==> src/rtl/imuldiv_muldiv_frontend.sv <==
// imuldiv_muldiv_frontend: decodes processor mul/div ops, issues them to the iterative unit and returns in-order writebacks
// ports: req_* processor request (val/rdy), muldivreq_* unit request, muldivresp_* unit response,
//        wb_* registered writeback (val/rdy), outstanding = tracking FIFO occupancy
module imuldiv_muldiv_frontend #(
   parameter int TRACK_DEPTH = 2
) (
   input  logic                          clk,
   input  logic                          reset,
   input  logic                          req_val,
   output logic                          req_rdy,
   input  logic [2:0]                    req_op,
   input  logic [31:0]                   req_a,
   input  logic [31:0]                   req_b,
   input  logic [4:0]                    req_dest,
   output logic [2:0]                    muldivreq_msg_fn,
   output logic [31:0]                   muldivreq_msg_a,
   output logic [31:0]                   muldivreq_msg_b,
   output logic                          muldivreq_val,
   input  logic                          muldivreq_rdy,
   input  logic [63:0]                   muldivresp_msg_result,
   input  logic                          muldivresp_val,
   output logic                          muldivresp_rdy,
   output logic                          wb_val,
   input  logic                          wb_rdy,
   output logic [31:0]                   wb_data,
   output logic [4:0]                    wb_dest,
   output logic [$clog2(TRACK_DEPTH):0]  outstanding
);
   localparam int AW = $clog2(TRACK_DEPTH);
   localparam int CW = AW + 1;
   // entry layout: {hi_sel, bypass, dest}
   logic [6:0]    track [TRACK_DEPTH];
   logic [AW-1:0] wr_ptr, rd_ptr;
   logic [6:0]    head;
   logic          bypass, full, empty, req_fire, out_free, resp_fire, byp_pop, pop, direct, push, load;
   logic [31:0]   load_data;
   logic [4:0]    load_dest;
   always_comb begin
      bypass           = req_op > 3'd5;
      muldivreq_msg_fn = req_op < 3'd2 ? 3'd0 : req_op < 3'd4 ? 3'd1 : 3'd2;
      muldivreq_msg_a  = req_a;
      muldivreq_msg_b  = req_b;
      full             = outstanding == CW'(TRACK_DEPTH);
      empty            = outstanding == '0;
      head             = track[rd_ptr];
      out_free         = !wb_val || wb_rdy;
      req_rdy          = !reset && !full && (bypass || muldivreq_rdy);
      muldivreq_val    = !reset && req_val && !full && !bypass;
      req_fire         = req_val && req_rdy;
      muldivresp_rdy   = !reset && !empty && !head[5] && out_free;
      resp_fire        = muldivresp_val && muldivresp_rdy;
      byp_pop          = !empty && head[5] && out_free;
      pop              = resp_fire || byp_pop;
      // an illegal op arriving at an empty FIFO skips the FIFO so its writeback appears the next cycle
      direct           = req_fire && bypass && empty && out_free;
      push             = req_fire && !direct;
      load             = pop || direct;
      load_data        = resp_fire ? (head[6] ? muldivresp_msg_result[63:32] : muldivresp_msg_result[31:0]) : 32'd0;
      load_dest        = empty ? req_dest : head[4:0];
   end
   always_ff @(posedge clk)
      if (push) track[wr_ptr] <= {req_op[0], bypass, req_dest};
   always_ff @(posedge clk) begin
      if (reset) begin
         wr_ptr      <= '0;
         rd_ptr      <= '0;
         outstanding <= '0;
         wb_val      <= 1'b0;
         wb_data     <= '0;
         wb_dest     <= '0;
      end else begin
         if (push) wr_ptr <= wr_ptr + AW'(1);
         if (pop) rd_ptr <= rd_ptr + AW'(1);
         outstanding <= outstanding + CW'(push) - CW'(pop);
         if (load) begin
            wb_val  <= 1'b1;
            wb_data <= load_data;
            wb_dest <= load_dest;
         end else if (wb_rdy) begin
            wb_val  <= 1'b0;
         end
      end
   end
endmodule

==> config.mk <==
export PLATFORM = sky130hd
export DESIGN_NAME = imuldiv_muldiv_frontend
export DESIGN_NICKNAME = d
export VERILOG_FILES = /design/src/rtl/imuldiv_muldiv_frontend.sv
export SDC_FILE = /design/constraint.sdc
export NUM_CORES = 1
export LEC_CHECK = 0
export ABC_AREA = 0
export BUFFER_PORTS_ARGS = -buffer_cell sky130_fd_sc_hd__buf_2
export CORE_AREA = 2 2 97 99
export CTS_CLUSTER_SIZE = 28
export DETAILED_ROUTE_END_ITERATION = 8
export DIE_AREA = 0 0 99 101
export PLACE_DENSITY = 0.83
export SLEW_MARGIN = 40
export SYNTH_ARGS = -nofsm -noshare
export SYNTH_HDL_FRONTEND = slang
export SYNTH_SLANG_ARGS = --single-unit
export TNS_END_PERCENT = 10
==> constraint.sdc <==
create_clock -name clk -period 3.4 [get_ports clk]
set_input_delay 0.34 -clock clk [delete_from_list [all_inputs] [get_ports clk]]
set_output_delay 0.34 -clock clk [all_outputs]
set_load 0.05 [all_outputs]
# [Word-level counts from Yosys, hierarchy flattened]
# Memory sizes are Yosys's and may differ from the RTL's. A register that Yosys moved wholly into a read port is not among the register bits.
# Cells that the tools add are included.
[classes] n_addsub=4 order_cmp=3 eq_ne=1 mux=11 reduce_logical=29
[ops] operator="$mux 32" n=2
[ops] operator="$logic_and 1x1->1" n=16
[ops] operator="$logic_not 1->1" n=7
[ops] operator="$mux 1" n=6
[ops] operator="$mux 5" n=1
[ops] operator="$logic_or 1x1->1" n=4
[ops] operator="$mux 2" n=2
[ops] operator="$gt 3x3->1 const B" n=1
[ops] operator="$lt 3x2->1 const B" n=1
[ops] operator="$lt 3x3->1 const B" n=1
[ops] operator="$add 1x1->1 const B" n=2
[ops] operator="$add 2x1->2" n=1
[ops] operator="$eq 2x2->1 const B" n=1
[ops] operator="$logic_not 2->1" n=1
[ops] operator="$reduce_bool 2->1" n=1
[ops] operator="$sub 2x1->2" n=1
[totals] ff_bits=42 mem_bits_rw=14 in_bits=142 output_inout_bits=110 word_cells=55 n_memories=1
[memory_table] name="track" depth=2 width=7 rd=1 rd_ports_with_merged_regs=1 write_ports=1 line="32" text="logic [6:0] track [TRACK_DEPTH];"

# [Depth between registers and ports, before layout]
[depth] ltp_word=12 depth_mapped=9 mapped_depth_nobuf=9

# [Least setup slack after synthesis]
# Ideal clock, no wire load.
[synth_path] kind="register -> register" from="reg outstanding[0]" to="reg outstanding[1]" setup_ns=0.116 arrival_ns=2.378 required_time_ns=3.284 slack_ns=0.906 stages_incl_launch_ff=10 n_path_buf=0 period_less_slack_ns=2.494 cell_sequence="dfxtp_1 -> nor2b_1 -> or3b_1 -> or3_4 -> ha_1 -> inv_1 -> ha_1 -> xor2_1 -> xnor2_1 -> nor2_1"
[synth_between] elab_chain_len=12 elab_cells_between_ends=21 cone_classes="2 x add/sub; 1 x eq/ne; 18 x reduce/logical"
[synth_rtl] item="start: declaration" line="27" text="output logic [$clog2(TRACK_DEPTH):0] outstanding"
[synth_rtl] item="start signal: assignment" line="74" text="outstanding <= outstanding + CW'(push) - CW'(pop);"
[synth_rtl] item="$eq 2x2->1" line="43" text="full = outstanding == CW'(TRACK_DEPTH);"
[synth_rtl] item="$logic_not 1->1" line="47" text="req_rdy = !reset && !full && (bypass || muldivreq_rdy);"
[synth_rtl] item="$logic_and 1x1->1 (2 in a row)" line="47"
[synth_rtl] item="$logic_and 1x1->1" line="49" text="req_fire = req_val && req_rdy;"
[synth_rtl] item="$logic_and 1x1->1 (3 in a row)" line="55" text="direct = req_fire && bypass && empty && out_free;"
[synth_rtl] item="$logic_not 1->1" line="56" text="push = req_fire && !direct;"
[synth_rtl] item="$logic_and 1x1->1" line="56"
[synth_rtl] item="$add 2x1->2" line="74"
[synth_rtl] item="$sub 2x1->2 *" line="74"
# Every way passes the cells marked *; elsewhere a longest branch is shown, timed or not.
# A chain may end at the register's enable or synchronous reset.

==> flow_metrics.env <==
export IMPL_outcome="complete, no violations"
export IMPL_post_synth_mux_area_share=0.145
export IMPL_grt_start_max_net_pins=33
export IMPL_synth_seq_area_share=0.406
export IMPL_syn_area_um2=3160
export IMPL_rows=35
export IMPL_synth_most_common_cell="buf_4"
export IMPL_drtIter0Drc=26
export IMPL_io_pins=252
export IMPL_synth_compound_area_frac=0.183
export IMPL_cts_buffer_depth=2
export IMPL_detail_route_wl_per_cell_um=14.8
export IMPL_hold_viol_final=0
export IMPL_peakVddDrop_v=0.000427
export IMPL_worstPathMaxFanout=7
export IMPL_fin_total_pwr_mw=2.54
export IMPL_crit_path_cell_trace="mux2i_4 -> nor4b_4 -> buf_2"
export IMPL_rr_startpoint="outstanding[1]"
export IMPL_initial_core_util=0.352
export IMPL_crit_arrival_ns=1.99
export IMPL_cts_root_buf="clkbuf_8"
export IMPL_ys_ff_latch=57
export IMPL_ys_dominant_reg_cell="dfxtp_1"
export IMPL_max_stage_delay_ns=0.67
export IMPL_grt_pass1_vias=2114
export IMPL_worstPathRequired_ns=3.06
export IMPL_ctsHoldBuffers=0
export IMPL_cts_tree="yes"
export IMPL_drive_gt1_frac=0.549
export IMPL_synthSimpleGateAreaFrac=0.0594
export IMPL_dp_hpwl_mm=4.83
export IMPL_placed_area_um2=3360
export IMPL_cap_violations=0
export IMPL_coreArea_um2=8980
export IMPL_worstHoldPathCells=1
export IMPL_synthArstFlopShare=0
export IMPL_synth_cell_type_count=38
export IMPL_fin_area_um2=3570
export IMPL_worstSetupStartpointType="flop"
export IMPL_insertion_delay_ns=0.34
export IMPL_synthXorXnorAreaFrac=0.00832
export IMPL_dieHeight_um=101
export IMPL_powerDensity_nw_per_um2=709
export IMPL_whs_ns=0.191
export IMPL_area_growth_pct=13.1
export IMPL_r2r_setup_slack_ns=1.08
export IMPL_rsz0062_at_grt="no"
export IMPL_avgSynthCellArea_um2=11.8
export IMPL_finalMaxSlewViolations=0
export IMPL_synth_edf_count=14
export IMPL_dr_pass1_iters=4
export IMPL_io_buffers=122
export IMPL_p_leak_nw=1.66
export IMPL_grt_antenna_before_repair=0
export IMPL_fin_nets=467
export IMPL_synth_top_area_cell="dfxtp_1"
export IMPL_synth_top_family_by_area="buffers and inverters"
export IMPL_clock_sinks=57
export IMPL_clk_pin_slew_worst_paths_ns=0.08
export IMPL_setup_viol_count_final=0
export IMPL_tightest_slew_ns=0.667
export IMPL_netlist_area_leader_share=0.272
export IMPL_finClkSkew_ns=0.0170
export IMPL_synth_commonest_cells="buf_4, dfxtp_1, mux2i_1"
export IMPL_relSlewSlack=0.554
export IMPL_antenna_cells=0
export IMPL_min_path_type="input pin to flop"
export IMPL_grt_pass1_wl_mm=10.2
export IMPL_cp_slowest_cell="dfxtp_1"
export IMPL_synthAdderAreaFrac=0.00792
export IMPL_syn_inst=267
export IMPL_end_kind="output pin"
export IMPL_wl_mm=6.49
export IMPL_htreeDepth=3
export IMPL_fmax_ghz=0.428
export IMPL_final_antenna_net_count=0
export IMPL_grt_total_usage=0.132
export IMPL_synth_area_leaders="dfxtp_1, buf_4, o2bb2ai_2, edfxtp_1, mux2i_1"
export IMPL_postCtsSetupBuffers=0
export IMPL_r2r_end="outstanding[1]"
export IMPL_post_route_drc_count=0
export IMPL_crit_type="flop to output pin"
export IMPL_syn_nets=411
export IMPL_chipWidth_um=99
export IMPL_globalplace_congestion=0.765
export IMPL_period_needed_ns=2.33
export IMPL_fin_crit_sh=0.686
export IMPL_hold_start="req_op[0]"
export IMPL_yosysWarnings=0
export IMPL_vias_per_cell=4.84
export IMPL_vias=2124
export IMPL_rr_worst_depth=9
export IMPL_overflow=0
export IMPL_whs_endpoint="track[0][6]"
export IMPL_cts_buffers=9
export IMPL_die_area_um2=10000
export IMPL_ctsResizeCount=0
export IMPL_tns_ns=0
==> how the worst max path moves through the flow <==
stage / startpoint / slack (ns) / endpoint
2_1_floorplan: outstanding[0] / 0.91 / outstanding[1]
3_3_place_gp: reset / 1.12 / outstanding[1]
3_5_place_dp: reset / 1.05 / outstanding[1]
4_1_cts: flop / 1.00 / muldivresp_rdy
5_1_grt: outstanding[1] / 0.92 / outstanding[1]
6_report: flop / 1.07 / muldivresp_rdy
==> sequential cells by signal (all words and copies together) (netlist names), named ones only <==
name and flops:
wb_val 1, rd_ptr 1, wb_data 32, outstanding 2, track 14, wr_ptr 1
wb_dest 5
==> layout by cell type (no fill, tap or decap), types with 2 or more instances in the layout <==
cell	Yosys	routed
bufinv_16	0	2
buf_2	6	122
mux2i_4	1	2
o2bb2ai_1	2	2
o211ai_1	5	5
edfxtp_1	14	14
inv_1	4	4
nor2b_1	3	3
nor2_1	8	8
nand2_1	10	10
clkinv_4	0	2
buf_4	66	2
xnor2_1	2	2
mux2i_1	42	42
ha_1	2	2
dfxtp_1	43	43
a211oi_2	2	2
o2bb2ai_2	30	30
clkbuf_8	0	9
==> report_power, final <==
group | switching [mW] | internal [mW] | total [mW]
sequential | 0.0814 | 0.789 | 0.870
clock | 0.296 | 0.417 | 0.713
combinational | 0.629 | 0.324 | 0.953
==> metrics by stage <==
stage | util | instances | setup WS (ns)
5_1_grt | 0.398 | 439 | 0.916
3_5_place_dp | 0.374 | 423 | 1.05
2_1_floorplan | - | 267 | 0.906
4_1_cts | 0.398 | 439 | 1.00
3_3_place_gp | 0.373 | 423 | 1.12
6_report | 0.398 | 439 | 1.07
==> cell type report <==
| cell class | instances | area (um^2) |
|---|---|---|
| inverters | 5 | 18.8 |
| flip-flops and latches | 57 | 1280 |
| well taps | 111 | 139 |
| fillers | 845 | 5400 |
| clock buffers | 10 | 128 |
| clock inverters | 6 | 91.3 |
| repair buffers | 124 | 626 |
| multi-input cells | 126 | 1290 |
==> metal layers <==
metal  track usage  share of wire  up-vias
met5             0              0        -
met4        0.0832          0.043        0
met3        0.0513          0.094       39
met2         0.217           0.47      116
met1         0.143           0.39      971
li1              -              -      998
==> worst max-delay path, delay by kind of cell, from the launching register on <==
family        cells  cell delay, ns
mux               1            0.36
simple gates      1            0.30
buf+inv           1            0.33
flops             1            0.67
==> kinds of logic after synthesis <==
group | after synthesis
xor+xnor | 3
other cells | 1
compound gates | 44
simple gates | 32
flops | 57
fa+ha+maj | 2
mux | 44
buf+inv | 84
Power figures use the tool's default switching activity.
